### config.mk
export PLATFORM = sky130hd
export DESIGN_NAME = qspi_arbiter_flat
export DESIGN_NICKNAME = d
export VERILOG_FILES = /design/src/rtl/qspi_arbiter_if.sv /design/src/rtl/qspi_arbiter.sv /design/src/flat_wrapper.sv
export SDC_FILE = /design/constraint.sdc
export NUM_CORES = 1
export LEC_CHECK = 0
export CORE_ASPECT_RATIO = 1.1
export CORE_MARGIN = 2
export CORE_UTILIZATION = 35
export DETAILED_ROUTE_END_ITERATION = 8
export PLACE_DENSITY_LB_ADDON = 0.3
export RECOVER_POWER = 50
export SLEW_MARGIN = 40
export SYNTH_ARGS = -nofsm -noshare
export SYNTH_HDL_FRONTEND = slang
export SYNTH_SLANG_ARGS = --single-unit
export TNS_END_PERCENT = 20
### constraint.sdc
create_clock -name clk -period 2.2 [get_ports clk]
set_input_delay 0.22 -clock clk [delete_from_list [all_inputs] [get_ports clk]]
set_output_delay 0.22 -clock clk [all_outputs]
set_load 0.05 [all_outputs]
### src/rtl/qspi_arbiter_if.sv
// Bus bundle between the two flash requesters, the arbiter and the QSPI engine.
// The master modport is the arbiter's view; slave is the surrounding environment.
interface qspi_arbiter_if #(
    parameter int unsigned ADDR_W = 24
);
    logic              r0_valid;
    logic [ADDR_W-1:0] r0_addr;
    logic [1:0]        r0_cs;
    logic              r0_ready;
    logic [31:0]       r0_rdata;

    logic              r1_valid;
    logic [ADDR_W-1:0] r1_addr;
    logic [1:0]        r1_cs;
    logic              r1_lock;
    logic              r1_ready;
    logic [31:0]       r1_rdata;

    logic              m_valid;
    logic [ADDR_W-1:0] m_addr;
    logic [1:0]        m_cs;
    logic              m_ready;
    logic [31:0]       m_rdata;

    logic [1:0]        grant;
    logic              busy;

    modport master (
        input  r0_valid, r0_addr, r0_cs,
        output r0_ready, r0_rdata,
        input  r1_valid, r1_addr, r1_cs, r1_lock,
        output r1_ready, r1_rdata,
        output m_valid, m_addr, m_cs,
        input  m_ready, m_rdata,
        output grant, busy
    );

    modport slave (
        output r0_valid, r0_addr, r0_cs,
        input  r0_ready, r0_rdata,
        output r1_valid, r1_addr, r1_cs, r1_lock,
        input  r1_ready, r1_rdata,
        input  m_valid, m_addr, m_cs,
        output m_ready, m_rdata,
        input  grant, busy
    );
endinterface

### src/rtl/qspi_arbiter.sv
// Two-requester round-robin arbiter in front of a single QSPI read engine,
// with a loader bus lock and a forced chip-select deselect gap between transactions.
module qspi_arbiter #(
    parameter int unsigned CS_GAP = 2,
    parameter int unsigned ADDR_W = 24
) (
    input  logic          clk,
    input  logic          reset,
    qspi_arbiter_if.master bus
);

    typedef enum logic [1:0] {IDLE, ISSUE, WAIT, GAP} state_e;

    localparam logic [3:0] GAP_LAST = (CS_GAP == 0) ? 4'd0 : 4'(CS_GAP - 1);

    state_e            state_q, state_d;
    logic              owner_q, owner_d;
    logic              last_q, last_d;
    logic [3:0]        gap_cnt_q, gap_cnt_d;
    logic [ADDR_W-1:0] m_addr_q, m_addr_d;
    logic [1:0]        m_cs_q, m_cs_d;
    logic [31:0]       r0_rdata_q, r0_rdata_d;
    logic [31:0]       r1_rdata_q, r1_rdata_d;
    logic              r0_ready_q, r0_ready_d;
    logic              r1_ready_q, r1_ready_d;

    logic              lock_active;
    logic              r0_elig;
    logic              pick_r1;
    logic              in_txn;

    always_comb begin
        state_d    = state_q;
        owner_d    = owner_q;
        last_d     = last_q;
        gap_cnt_d  = gap_cnt_q;
        m_addr_d   = m_addr_q;
        m_cs_d     = m_cs_q;
        r0_rdata_d = r0_rdata_q;
        r1_rdata_d = r1_rdata_q;
        r0_ready_d = 1'b0;
        r1_ready_d = 1'b0;

        // A locking loader that completed last keeps the bus; r0 is then ineligible.
        lock_active = last_q && bus.r1_lock;
        r0_elig     = bus.r0_valid && !lock_active;
        pick_r1     = bus.r1_valid && (!r0_elig || !last_q);

        case (state_q)
            IDLE: begin
                if (r0_elig || bus.r1_valid) begin
                    owner_d  = pick_r1;
                    m_addr_d = pick_r1 ? bus.r1_addr : bus.r0_addr;
                    m_cs_d   = pick_r1 ? bus.r1_cs : bus.r0_cs;
                    state_d  = ISSUE;
                end
            end
            ISSUE, WAIT: begin
                if (bus.m_ready) begin
                    if (owner_q) begin
                        r1_rdata_d = bus.m_rdata;
                        r1_ready_d = 1'b1;
                    end else begin
                        r0_rdata_d = bus.m_rdata;
                        r0_ready_d = 1'b1;
                    end
                    last_d    = owner_q;
                    gap_cnt_d = 4'd0;
                    state_d   = (CS_GAP == 0) ? IDLE : GAP;
                end else begin
                    state_d = WAIT;
                end
            end
            GAP: begin
                if (gap_cnt_q == GAP_LAST) begin
                    gap_cnt_d = 4'd0;
                    state_d   = IDLE;
                end else begin
                    gap_cnt_d = gap_cnt_q + 4'd1;
                end
            end
            default: state_d = IDLE;
        endcase
    end

    always_ff @(posedge clk) begin
        if (reset) begin
            state_q    <= IDLE;
            owner_q    <= 1'b0;
            last_q     <= 1'b1;
            gap_cnt_q  <= 4'd0;
            m_addr_q   <= '0;
            m_cs_q     <= 2'd0;
            r0_rdata_q <= 32'd0;
            r1_rdata_q <= 32'd0;
            r0_ready_q <= 1'b0;
            r1_ready_q <= 1'b0;
        end else begin
            state_q    <= state_d;
            owner_q    <= owner_d;
            last_q     <= last_d;
            gap_cnt_q  <= gap_cnt_d;
            m_addr_q   <= m_addr_d;
            m_cs_q     <= m_cs_d;
            r0_rdata_q <= r0_rdata_d;
            r1_rdata_q <= r1_rdata_d;
            r0_ready_q <= r0_ready_d;
            r1_ready_q <= r1_ready_d;
        end
    end

    assign in_txn       = (state_q == ISSUE) || (state_q == WAIT);
    assign bus.m_valid  = in_txn;
    assign bus.m_addr   = m_addr_q;
    assign bus.m_cs     = m_cs_q;
    assign bus.grant    = in_txn ? (owner_q ? 2'b10 : 2'b01) : 2'b00;
    assign bus.busy     = (state_q != IDLE);
    assign bus.r0_ready = r0_ready_q;
    assign bus.r0_rdata = r0_rdata_q;
    assign bus.r1_ready = r1_ready_q;
    assign bus.r1_rdata = r1_rdata_q;

endmodule

### src/flat_wrapper.sv
// flat-port wrapper written by rule: the top's interface ports become plain ports
module qspi_arbiter_flat 
#(
    parameter int unsigned CS_GAP = 2,
    parameter int unsigned ADDR_W = 24
)
  (clk, reset, bus_r0_valid, bus_r0_addr, bus_r0_cs, bus_r0_ready, bus_r0_rdata, bus_r1_valid, bus_r1_addr, bus_r1_cs, bus_r1_lock, bus_r1_ready, bus_r1_rdata, bus_m_valid, bus_m_addr, bus_m_cs, bus_m_ready, bus_m_rdata, bus_grant, bus_busy);
  qspi_arbiter_if #(.ADDR_W(ADDR_W)) bus_i ();
  input  logic clk;
  input  logic reset;
  input wire logic [$bits(bus_i.r0_valid)-1:0] bus_r0_valid;
  input wire logic [$bits(bus_i.r0_addr)-1:0] bus_r0_addr;
  input wire logic [$bits(bus_i.r0_cs)-1:0] bus_r0_cs;
  output wire logic [$bits(bus_i.r0_ready)-1:0] bus_r0_ready;
  output wire logic [$bits(bus_i.r0_rdata)-1:0] bus_r0_rdata;
  input wire logic [$bits(bus_i.r1_valid)-1:0] bus_r1_valid;
  input wire logic [$bits(bus_i.r1_addr)-1:0] bus_r1_addr;
  input wire logic [$bits(bus_i.r1_cs)-1:0] bus_r1_cs;
  input wire logic [$bits(bus_i.r1_lock)-1:0] bus_r1_lock;
  output wire logic [$bits(bus_i.r1_ready)-1:0] bus_r1_ready;
  output wire logic [$bits(bus_i.r1_rdata)-1:0] bus_r1_rdata;
  output wire logic [$bits(bus_i.m_valid)-1:0] bus_m_valid;
  output wire logic [$bits(bus_i.m_addr)-1:0] bus_m_addr;
  output wire logic [$bits(bus_i.m_cs)-1:0] bus_m_cs;
  input wire logic [$bits(bus_i.m_ready)-1:0] bus_m_ready;
  input wire logic [$bits(bus_i.m_rdata)-1:0] bus_m_rdata;
  output wire logic [$bits(bus_i.grant)-1:0] bus_grant;
  output wire logic [$bits(bus_i.busy)-1:0] bus_busy;
  assign bus_i.r0_valid = bus_r0_valid;
  assign bus_i.r0_addr = bus_r0_addr;
  assign bus_i.r0_cs = bus_r0_cs;
  assign bus_r0_ready = bus_i.r0_ready;
  assign bus_r0_rdata = bus_i.r0_rdata;
  assign bus_i.r1_valid = bus_r1_valid;
  assign bus_i.r1_addr = bus_r1_addr;
  assign bus_i.r1_cs = bus_r1_cs;
  assign bus_i.r1_lock = bus_r1_lock;
  assign bus_r1_ready = bus_i.r1_ready;
  assign bus_r1_rdata = bus_i.r1_rdata;
  assign bus_m_valid = bus_i.m_valid;
  assign bus_m_addr = bus_i.m_addr;
  assign bus_m_cs = bus_i.m_cs;
  assign bus_i.m_ready = bus_m_ready;
  assign bus_i.m_rdata = bus_m_rdata;
  assign bus_grant = bus_i.grant;
  assign bus_busy = bus_i.busy;
  qspi_arbiter #(.CS_GAP(CS_GAP), .ADDR_W(ADDR_W)) u_core (.clk(clk), .reset(reset), .bus(bus_i));
endmodule
# Word level (Yosys, flattened, before mapping)
# Cells that the tools add are included.
# classes
addsub,1
n_eq_ne,7
mux,13
bitwise_logic,3
reduce_logical,20
# ops
cell,n
$mux W24,1
$mux W2,5
$mux W4,2
$pmux W4 S2,1
$reduce_and A2 Y1,4
$pmux W2 S3,1
$reduce_and A3 Y1,2
$add A4 B1 Y4 const B,1
$eq A2 B2 Y1 const B,2
$eq A4 B1 Y1 const B,1
$ne A2 B1 Y1 const B,2
$reduce_bool A2 Y1,2
$logic_and A1 B1 Y1,3
$logic_not A1 Y1,3
$logic_or A1 B1 Y1,3
$mux W1,3
$not A1 Y1,3
$reduce_or A3 Y1,1
$eq A2 B1 Y1 const B,1
$logic_not A2 Y1,1
$ne A2 B2 Y1 const B,1
$reduce_or A2 Y1,1
# totals
reg_bits,100
in_bits,90
output_inout_bits,96
elab_cells,54

# Depth between registers and ports, before layout
# Gate-level depths: netlist of run 1.
# depth
ltp_word,7
ltp_mapped,7

# Worst setup path after synthesis of run 1
# OpenSTA, ideal clock, no wires.
# synth_path
kind,register to register
start,reg u_core.state_q[1]
end,"reg u_core.r1_rdata_q[10], in the netlist u_core.bus.r1_rdata[10]"
arrival_ps,2065
path_slack_ps,18
stages_incl_launch_ff,7
n_path_buf,1
synth_period_minus_slack_ps,2182
cell_sequence,dfxtp_1 inv_1 ha_1 and2_1 a21oi_2 buf_2 a22o_1
# synth_between
elab_chain_cells,3
elab_cells_between_ends,4
# synth_rtl
item,line,rtl
"start, declared",qspi_arbiter.sv:16,"state_e state_q, state_d;"
"start signal, assigned",qspi_arbiter.sv:99,state_q <= state_d;
$eq A2 B2 Y1 / $eq A2 B1 Y1 (equally long branches),qspi_arbiter.sv:49,case (state_q)
$reduce_or A2 Y1 (*),qspi_arbiter.sv:49,
$reduce_and A3 Y1 (no line) (*),-,
"end signal, assigned",qspi_arbiter.sv:106,r1_rdata_q <= r1_rdata_d;
"end, declared",qspi_arbiter.sv:23,"logic [31:0] r1_rdata_q, r1_rdata_d;"
# Mark *: on every way between the ends. The rest lies on a longest branch, timed or not.
# A chain may end at the register's enable or synchronous reset.

# Worst setup path in the final report of run 1
# layout_path
start,reg u_core.state_q[1]
end,out bus_m_valid
# layout_between
elab_chain_cells,2
elab_cells_between_ends,3
# layout_rtl
item,line,rtl
$eq A2 B1 Y1 / $eq A2 B2 Y1 (equally long branches),qspi_arbiter.sv:112,assign in_txn = (state_q == ISSUE) || (state_q == WAIT);
$logic_or A1 B1 Y1 (*),qspi_arbiter.sv:112,
"end, declared",flat_wrapper.sv:22,output wire logic [$bits(bus_i.m_valid)-1:0] bus_m_valid;
# Marks and branches as above.

==> results list, run 1 <==
- On the worst path, the slowest cell contributes a delay of 0.51 ns.
- In this run the critical register-to-register path is launched from u_core.gap_cnt_q[0].
- Leakage power: 2.48 nW
- Global routing finished with a remaining overflow of 0.
- In the layout the commonest cells are 120 x sky130_fd_sc_hd__clkdlybuf4s50_1, 100 x sky130_fd_sc_hd__dfxtp_1, 70 x sky130_fd_sc_hd__nand2_1.
* Worst voltage drop across the vdd grid: 0.000530 V
- DRC Markers: 0
- Final Cycle Share: 0.888
- Arr. time, crit path: 1.73 ns
* Initial core utilization: 0.362
* Count of different cell masters after synthesis: 41
- Transition time of the tightest slew-check pin: 0.631 ns
- The count of final hold-check violations is 0.
- Sequential area share after synthesis: 0.480
- Number of antenna violations at the first check in global routing: 0
- Setup_tns: 0 ns
* Max frequency: 0.512 GHz
- Clock Tree Buf Depth: 2
- Syn_area_per_cell: 9.55 um^2
- The cell sitting at the root of the clock tree is a sky130_fd_sc_hd__clkbuf_16.
- 186 I/O pins were placed.
- GRT Util Overall: 0.189
* Fin crit period: 1.95 ns
- Maximum number of pins on one net before global-route repair: 34
- The final layout contains routed wiring with a total length of 12.2 mm.
- Hold_sp: reset
- Worst path setup slack after routing: 0.246 ns
* Power density of the placed cells: 1200 nW/um^2
- Number of antenna repair diodes: 0
- The number of slew-limit violations in the final report was 0.
- Setup repair after global routing left no endpoint under its margin.
* Peak fanout along the critical path: 12
* Area added between synthesis and finish: 52.8%
- Most common cell after layout, fill and taps aside: sky130_fd_sc_hd__clkdlybuf4s50_1
* Count of TritonRoute iterations in the first routing pass: 6
- Clock latency on the worst-skew pair: 0.34 ns
* Clk sinks: 100
- Proportion of layout cells with a drive suffix above 1: 0.106
* Comb pwr share: 0.477
* Run status: complete, no violations
- Traced cell by cell, the critical path runs through inv_1 > ha_1 > buf_4 > clkbuf_1.
* Global-route wire length before repair: 19.4 mm
- Tracing the worst setup path back leads to its startpoint at u_core.state_q[1].
- Synthesis produced a netlist whose cell count is 437.
- Antenna violation net count after detailed routing: 0
* Minimum setup slack among reg-to-reg paths: 0.43 ns
* Switching part of the total power: 0.436
- For hold timing, the worst endpoint is u_core.gap_cnt_q[3].
- The final route contains 3972 vias.
* Clock power share: 0.212
- Number of hold buffers added after cts: 0
- Maximum capacitance violations: 0
- Clock-pin slew was measured on the worst setup and hold paths at 0.07 ns.
- Worst slew margin: 0.581
- NumNets Final: 703
* TritonCTS clock tree: done
- Clock tree synthesis inserted a total of 9 buffers.
* Core outline area: 11500 um^2
* Number of global-route vias before repair: 3912
- Post-CTS repair changed the size of 0 cells.
- Horizontal extent of the die: 108 um
- After floorplanning, the core was divided into 41 placement rows.
- Routability-driven placement finished with a final weighted congestion of 0.814.
- Post-CTS timing repair inserted 0 buffers for setup.
- Register-to-Register Path Depth: 4
- Overall die height: 119 um
- Synthesis produced a netlist with a net count of 531.
- The internal power of the cells totals 0.00433 W.
- Post-Route Skew: 0.00512 ns
* NetSw: 0.00335 W
* Per-cell via count in the routed design: 5.20
* Classification of the worst-slack hold path: input port to flop
- Setup violations remaining at the end of the flow were counted as 0.
- Summing every instance area after synthesis gives 4170 um^2.
- Number of cells on the worst hold path: 2
- Counting the fill cells in the layout gives 1044.
- Initial detailed-routing violation count: 201
* Worst R2R End: u_core.state_q[0]
* Dpl hpwl: 8.91 mm
- CP endpoint kind: output pin
* Wire per inst: 15.9 um
- Setup Slack @ Placement: 0.398 ns
* Die area: 12800 um^2
- Max stage delay cell, worst path: sky130_fd_sc_hd__clkbuf_1
- Startpoint-to-endpoint class of the critical path: flop to output pin
* I/O Buffers: 185
- Number of synthesized register bits: 100
- WP data required: 1.98 ns
- Count of warnings emitted by yosys: 0
- The share of total power dissipated in sequential elements is 0.311.
- Max H-tree Level: 3
* Nature of the critical path startpoint: flop
[state kept, by name, indices dropped and copies added, names as in the netlist]
signal / cells
u_core.state_q: 2
u_core.bus.r0_ready: 1
u_core.bus.m_addr: 24
u_core.gap_cnt_q: 4
u_core.bus.m_cs: 2
u_core.bus.r1_ready: 1
u_core.bus.r1_rdata: 32
u_core.bus.r0_rdata: 32
u_core.last_q: 1
u_core.owner_q: 1
[per-layer routing]
layer	GRT usage	up-vias	wire (um)
met5	0	-	0
met4	0.0713	0	278
met3	0.0430	24	817
met2	0.325	150	5980
met1	0.226	1870	5100
li1	-	1928	-
[critical path, delay by kind of cell (launching register included)]
family	cells	cell delay, ns
fa+ha+maj	1	0.28
buf+inv	3	0.75
flops	1	0.37
[cell families (layout without fill, tap and decap cells)]
group,count (synthesis),after routing,synth area share
AOI/OAI and AO/OA,156,156,0.284
adders and majority gates,4,4,0.0120
buffers and inverters,47,224,0.0686
DFF,100,100,0.480
muxes,3,3,0.00839
and+or+nand+nor,127,127,0.147
[per-stage QoR]
stage / hold slack [ns] / std cells / utilization / cell area [um^2] / total power (W)
2_1_floorplan: 0.346 / 437 / - / 4170 / 0.00504
3_3_place_gp: 0.441 / 748 / 0.530 / 6110 / 0.00618
3_5_place_dp: 0.446 / 748 / 0.530 / 6110 / 0.00625
4_1_cts: 0.174 / 764 / 0.556 / 6420 / 0.00789
5_1_grt: 0.179 / 764 / 0.553 / 6380 / 0.00805
6_report: 0.178 / 764 / 0.553 / 6380 / 0.00768
[synthesized netlist by cell type]
master	number	area, um^2
sky130_fd_sc_hd__nand2_1	70	263
sky130_fd_sc_hd__nand3b_2	2	22.5
sky130_fd_sc_hd__nand4b_1	2	17.5
sky130_fd_sc_hd__a311oi_2	20	300
sky130_fd_sc_hd__or3b_4	1	11.3
sky130_fd_sc_hd__a211o_1	1	8.76
sky130_fd_sc_hd__nor2b_4	1	13.8
sky130_fd_sc_hd__buf_6	7	78.8
sky130_fd_sc_hd__buf_4	9	67.6
sky130_fd_sc_hd__a21oi_1	63	315
sky130_fd_sc_hd__a311oi_1	6	52.6
sky130_fd_sc_hd__mux2_4	1	15.0
sky130_fd_sc_hd__nand3b_1	1	7.51
sky130_fd_sc_hd__inv_1	5	18.8
sky130_fd_sc_hd__nand4_1	1	6.26
sky130_fd_sc_hd__and2_1	1	6.26
sky130_fd_sc_hd__mux2i_1	2	20.0
sky130_fd_sc_hd__nand3_1	29	145
sky130_fd_sc_hd__inv_2	1	3.75
sky130_fd_sc_hd__a32oi_4	1	27.5
sky130_fd_sc_hd__nor3_1	2	10.0
sky130_fd_sc_hd__or2b_1	1	7.51
sky130_fd_sc_hd__and3b_1	4	35.0
sky130_fd_sc_hd__nor2_1	3	11.3
sky130_fd_sc_hd__nor2b_1	5	31.3
sky130_fd_sc_hd__a2111oi_2	1	15.0
sky130_fd_sc_hd__buf_1	2	7.51
sky130_fd_sc_hd__buf_2	18	90.1
sky130_fd_sc_hd__clkbuf_2	1	5.00
sky130_fd_sc_hd__a21oi_2	1	8.76
sky130_fd_sc_hd__dfxtp_1	100	2000
sky130_fd_sc_hd__nand2b_1	3	18.8
sky130_fd_sc_hd__clkbuf_1	4	15.0
sky130_fd_sc_hd__a21oi_4	1	16.3
sky130_fd_sc_hd__o21ai_0	7	35.0
sky130_fd_sc_hd__nor2_2	1	6.26
sky130_fd_sc_hd__a22o_1	32	280
sky130_fd_sc_hd__o21a_1	1	7.51
sky130_fd_sc_hd__o21ai_1	20	100
sky130_fd_sc_hd__ha_1	4	50.1
sky130_fd_sc_hd__a21bo_2	2	20.0
[final cells by class]
type	instances	area, um^2	share of cell area
multi-input cells	290	1860	0.292
well taps	150	188	0.0294
repair buffers	202	2000	0.313
flip-flops and latches	100	2000	0.314
clock buffers	9	225	0.0353
inverters	6	22.5	0.00353
clock inverters	7	80.1	0.0126
[power groups by stage]
| stage | clock network [W] | logic [W] | registers (W) |
|---|---|---|---|
| 4_1_cts | 0.00166 | 0.00382 | 0.00240 |
| 5_1_grt | 0.00175 | 0.00387 | 0.00243 |
| 3_3_place_gp | 0 | 0.00376 | 0.00242 |
| 2_1_floorplan | 0 | 0.00146 | 0.00357 |
| 6_report | 0.00163 | 0.00366 | 0.00239 |
| 3_5_place_dp | 0 | 0.00381 | 0.00243 |
[worst max-delay path by stage]
stage | end | slack [ns] | depth (start not counted)
after floorplan | u_core.bus.r1_rdata[10] | 0.02 | 6
after global routing | bus_m_valid | 0.16 | 4
final | bus_m_valid | 0.25 | 4
after CTS | bus_grant[0] | 0.34 | 5
after detailed placement | u_core.bus.m_addr[20] | 0.40 | 5
after global placement | u_core.state_q[0] | 0.45 | 4
Note: power is estimated with default switching activity, not from simulation.
==> run 2, diff against run 1 <==
--- a/config.mk
+++ b/config.mk
@@ -11,6 +11,7 @@
 export DETAILED_ROUTE_END_ITERATION = 8
 export PLACE_DENSITY_LB_ADDON = 0.3
 export RECOVER_POWER = 50
+export SETUP_SLACK_MARGIN = 0.15
 export SLEW_MARGIN = 40
 export SYNTH_ARGS = -nofsm -noshare
 export SYNTH_HDL_FRONTEND = slang
==> run 2 against run 1 <==
  * Sequential share of layout area increased by 0.44 points
  * Clock power decreased by 12%
  * Sequential cell count unchanged
  * First-iteration DRC count decreased by 6.5%
  * Worst hold slack improved by 0.19 ns
  * Largest power group unchanged
  * Largest cell class unchanged
  * Non-clock buffer count decreased by 3
  * Die area unchanged
==> results list, run 2 (synthesized netlist as in run 1, its figures left out) <==
- Run status: complete, no violations
- Classification of the worst-slack hold path: input port to flop
- VDD sags by at most 0.000646 V.
* Dpl hpwl: 8.76 mm
* Finished layout cell area: 6290 um^2
- In the layout the commonest cells are 115 x sky130_fd_sc_hd__clkdlybuf4s50_1, 100 x sky130_fd_sc_hd__dfxtp_1, 70 x sky130_fd_sc_hd__nand2_1.
- The via count of the first global-routing pass was 3837.
- Overall die height: 119 um
* Most common cell after layout, fill and taps aside: sky130_fd_sc_hd__clkdlybuf4s50_1
* Gr ovfl total: 0
* Hold WS: 0.371 ns
- Row Count: 41
- Number of antenna violations at the first check in global routing: 0
* Clk sinks: 100
- Placed instance count: 745
- TritonCTS clock tree: done
- Startpoint of the most critical register-to-register path: u_core.state_q[1]
- Post-DP Area: 6090 um^2
* Die area: 12800 um^2
- Fill cells in the final layout number 1085.
- Hold_sp: reset
- In the final design database the tool counted 700 nets.
* GPL Wtd Cong: 0.824
- The tool flagged a number of max-cap violations equal to 0.
- Final hold violation count: 0
* Cells traversed along the worst timing path: inv_1 > ha_1 > and2_0 > buf_12
* Post CTS Setup Buffer Count: 0
* Transition time of the tightest slew-check pin: 1.06 ns
- Unrepaired setup endpoints after global routing: false
- In this run the static leakage power is 2.44 nW.
* Final std cells w/o fill: 760
* Final Cycle Share: 0.898
- For this run, the top clock speed supported by timing is 0.506 GHz.
* Final setup viols: 0
- In this run the clock root is driven by a sky130_fd_sc_hd__clkbuf_16.
- Hold endpoint: u_core.gap_cnt_q[1]
- Power density of the placed cells: 1190 nW/um^2
- Max-slew violations: 0
- Register-to-Register Path Depth: 6
- In this run, post-CTS hold repair placed 0 buffers.
- For this design the top-level I/O count stands at 186.
* WP data required: 1.98 ns
- Across all register-to-register paths, the minimum setup slack is 0.27 ns.
- In the final layout, the share of cells above drive strength 1 is 0.0934.
* Global-route wire length before repair: 19.3 mm
- The longest clock path from root to sink contains 2 buffers.
- Clock latency on the worst-skew pair: 0.33 ns
- Initial core utilization: 0.362
- Number of buffers and inverters on the critical path: 2
* Peak fanout along the critical path: 13
- At the worst endpoint, the arrival time is 1.75 ns.
* Cell count along the critical path: 4
- In this run the critical register-to-register path is captured at u_core.bus.r1_rdata[30].
- During placement, the flow inserted port buffers numbering 185.
* # resized after CTS: 0
* GRT Util Overall: 0.187
- Across all layers, the routed design uses 3912 vias.
* Initial detailed-routing violation count: 188
* Delay of the slowest cell on the worst path: 0.52 ns
* Number of cells on the worst hold path: 2
- Setup_tns: 0 ns
- After detailed routing, the number of vias per cell comes to 5.15.
- Clock-pin slew was measured on the worst setup and hold paths at 0.07 ns.
- Core outline area: 11500 um^2
* Max stage delay cell, worst path: sky130_fd_sc_hd__ha_1
* Post-Route Skew: 0.00648 ns
- Count of TritonRoute iterations in the first routing pass: 5
* Horizontal extent of the die: 108 um
- In the routed design, unresolved DRC markers number 0.
- STA classifies the critical path endpoint as an output pin.
- Worst slew margin: 0.290
- In the final routed layout, each cell accounts on average for 16.0 um.
* Maximum number of pins on one net before global-route repair: 34
- Once detail routing completed, the nets flagged for antenna violations numbered 0.
- Fin crit period: 1.97 ns
- The H-tree generated during clock tree synthesis spans 3 levels.
* Aggregate routed wire length: 12.2 mm
- STA classifies the critical path startpoint as a flop.
- The area growth from synthesis to layout is 50.7%.
- Total clock buffers created by CTS: 9
- The critical path is of the flop to output pin type.
- Number of antenna repair diodes: 0
- CP delay by family, top: adder cells
## run 2: changes by cell type in the layout (fill, tap and decap cells not counted), moves of 2 or more
cell and delta:
sky130_fd_sc_hd__clkdlybuf4s50_1 -5, sky130_fd_sc_hd__dlygate4sd3_1 +5, sky130_fd_sc_hd__a311oi_2 -6, sky130_fd_sc_hd__clkinv_2 +2
sky130_fd_sc_hd__a311oi_1 +6, sky130_fd_sc_hd__clkbuf_1 -2
## run 2: power by group
part | switching, W | internal [W]
logic | 0.00239 | 0.00124
registers | 0.000207 | 0.00218
clock network | 0.000678 | 0.000763
## run 2: worst max path at each step
stage | endpoint | startpoint
floorplan | bus_grant[0] | u_core.state_q[1]
global placement | u_core.bus.m_addr[10] | bus_r1_lock
detailed placement | u_core.bus.m_addr[20] | bus_r1_lock
CTS | bus_grant[0] | u_core.state_q[1]
global route | u_core.bus.m_addr[13] | bus_r1_lock
finish | bus_grant[1] | u_core.state_q[1]
## run 2: stage by stage
step	total power (W)	utilization	worst slack, ns
finish	0.00745	0.545	0.225
floorplan	0.00504	-	0.0996
global route	0.00783	0.545	0.112
detailed placement	0.00623	0.528	0.315
global placement	0.00617	0.528	0.369
CTS	0.00768	0.551	0.270
## run 2: per-layer routing
metal	vias to the layer above	track usage	share of wire
met5	-	0	0
met4	0	0.0705	0.022
met3	21	0.0441	0.067
met2	126	0.325	0.50
met1	1852	0.221	0.41
li1	1913	-	-
## run 2: final cells by class
| cell class | count | area, um^2 | area share |
|---|---|---|---|
| sequential | 100 | 2000 | 0.318 |
| timing repair buffer | 199 | 1990 | 0.316 |
| multi-input combinational | 290 | 1820 | 0.290 |
| clock buffer | 9 | 225 | 0.0358 |
| tap | 150 | 188 | 0.0298 |
| clock inverter | 6 | 40.0 | 0.00637 |
| inverter | 6 | 22.5 | 0.00358 |
==> run 3, diff against run 2 <==
--- a/config.mk
+++ b/config.mk
@@ -5,7 +5,6 @@
 export SDC_FILE = /design/constraint.sdc
 export NUM_CORES = 1
 export LEC_CHECK = 0
-export CORE_ASPECT_RATIO = 1.1
 export CORE_MARGIN = 2
 export CORE_UTILIZATION = 35
 export DETAILED_ROUTE_END_ITERATION = 8
==> run 3 against run 2 <==
  * The flow now finishes with violations (design-rule violations)
  * Sequential power hardly changed
  * Via count is 1.0% higher
  * Global-route usage is 0.60 points higher
  * Cell area is 1.2% higher
  * Combinational power hardly changed
  * Count of clock-buffer cells in the layout stayed put
  * Largest cell class unchanged
==> results list, run 3 (synthesized netlist as in run 1, its figures left out) <==
* Classification of the worst-slack hold path: input port to flop
- Fill cells in the final layout number 1048.
- Ports: 186
* Hold WS: 0.369 ns
* Max frequency: 0.514 GHz
- Unrepaired setup endpoints after global routing: false
- The congestion estimate from routability-driven global placement came to 0.819.
* Final Cycle Share: 0.885
- Per-cell via count in the routed design: 5.23
* Delay of the slowest cell on the worst path: 0.54 ns
* Max-slew violations: 0
- Once detail routing completed, the nets flagged for antenna violations numbered 0.
- OpenSTA, run right after detailed placement, puts the worst setup slack at 0.385 ns.
- Overall die height: 113 um
* Horizontal extent of the die: 113 um
- Count of TritonRoute iterations in the first routing pass: 7
- Startpoint-to-endpoint class of the critical path: flop to output pin
- TritonCTS built the clock tree.
- The die covers 12800 um^2.
- Initial core utilization: 0.362
- In this run the core area contains 39 standard-cell rows.
- For the worst-skew pair, the clock arrives at the later sink with an insertion delay of 0.35 ns.
- Finished layout cell area: 6370 um^2
- Setup slack on the critical path of the routed design comes to 0.254 ns.
- STA puts the critical path data arrival time at 1.73 ns.
- In the global route stage, overall resource usage came out at 0.193.
- Dpl hpwl: 9.12 mm
- Clock tree synthesis found a total of 100 sinks.
- Leaving out fill and tap cells, the most frequent cells in the layout are 117 x sky130_fd_sc_hd__clkdlybuf4s50_1, 100 x sky130_fd_sc_hd__dfxtp_1, 70 x sky130_fd_sc_hd__nand2_1.
- Clock tree synthesis inserted a total of 9 buffers.
- The first global-routing pass estimated 19.9 mm of wire.
- Post-DP Area: 6100 um^2
* WP data required: 1.98 ns
* Worst voltage drop across the vdd grid: 0.000587 V
- Worst slew margin: 0.567
* Reg clk slew, reported paths: 0.07 ns
- For the final routed database, the setup TNS stands at 0 ns.
* Gr ovfl total: 0
- Run status: finished with violations
* Overall power: 0.00766 W
- The clock passes through at most 2 buffers.
* Final hold violation count: 0
- Violated checks: design-rule violations
* Number of buffers and inverters on the critical path: 2
- Buffers added to address setup during post-CTS repair amount to 0.
- The final route contains 3953 vias.
- For the pin with the worst max-slew slack, the measured transition is 0.649 ns.
- Peak fanout along the critical path: 9
* Initial detailed-routing violation count: 238
* Number of global-route vias before repair: 4010
* Final setup viols: 0
* CP delay by family, top: buffers and inverters
* Leakage power: 2.47 nW
- # resized after CTS: 0
- Aggregate routed wire length: 12.6 mm
- From synthesis to final layout, the design area changed by 52.5%.
* Post-Route Skew: 0.0114 ns
- For this design the ratio of total power to cell area is 1200 nW/um^2.
- Number of antenna repair diodes: 0
* Maximum number of pins on one net before global-route repair: 34
- Number of hold buffers added after cts: 0
- Proportion of layout cells with a drive suffix above 1: 0.108
* Cells traversed along the worst timing path: inv_1 > ha_1 > clkbuf_1
- In the routed design, unresolved DRC markers number 16.
- Number of antenna violations at the first check in global routing: 0
* CP endpoint kind: output pin
- Fin crit period: 1.95 ns
- Max stage delay cell, worst path: sky130_fd_sc_hd__clkbuf_1
- The net count of the finished layout is 702.
* Maximum capacitance violations: 0
* Core outline area: 11500 um^2
- In the final routed layout, each cell accounts on average for 16.7 um.
* Max H-tree Level: 3
- Buffer type at the clock tree root: sky130_fd_sc_hd__clkbuf_16
- STA classifies the critical path startpoint as a flop.
- The library cell used most frequently in the layout, excluding fill and tap cells, is sky130_fd_sc_hd__clkdlybuf4s50_1.
- I/O Buffers: 185
## run 3: report_power, final
group | switching [W] | internal, W | total (W)
Clock | 0.000736 | 0.000902 | 0.00164
Combinational | 0.00241 | 0.00122 | 0.00363
Sequential | 0.000210 | 0.00218 | 0.00239
Total | 0.00336 | 0.00430 | 0.00766
## run 3: layout make-up
class                           count  area [um^2]  share of cell area
Tap cell                          143          179              0.0281
Inverter                            6         22.5             0.00354
Clock inverter                      7         81.3              0.0128
Timing Repair Buffer              201         1990               0.313
Multi-Input combinational cell    290         1870               0.293
Sequential cell                   100         2000               0.314
Clock buffer                        9          225              0.0354
## run 3: per-stage QoR
stage / cells / util
after global routing: 756 / 0.553
final: 756 / 0.553
after global placement: 740 / 0.529
after detailed placement: 740 / 0.529
after floorplan: 437 / -
after CTS: 756 / 0.556
## run 3: path summary, 6_finish.rpt
check / slack (ns) / depth (start not counted) / from / endpoint
worst max-delay path: 0.25 / 3 / u_core.state_q[1] / bus_m_valid
worst min-delay path: 0.37 / 2 / reset / u_core.gap_cnt_q[0]
worst max register to register: 0.36 / 6 / u_core.state_q[1] / u_core.bus.r0_rdata[30]
worst min register to register: 0.45 / 2 / u_core.bus.r0_rdata[31] / u_core.bus.r0_rdata[31]
## run 3: routing by layer
metal,share of wire,track usage,vias to the layer above
li1,-,-,1921
met1,0.40,0.223,1864
met2,0.51,0.344,153
met3,0.073,0.0498,15
met4,0.018,0.0707,0
met5,0,0,-
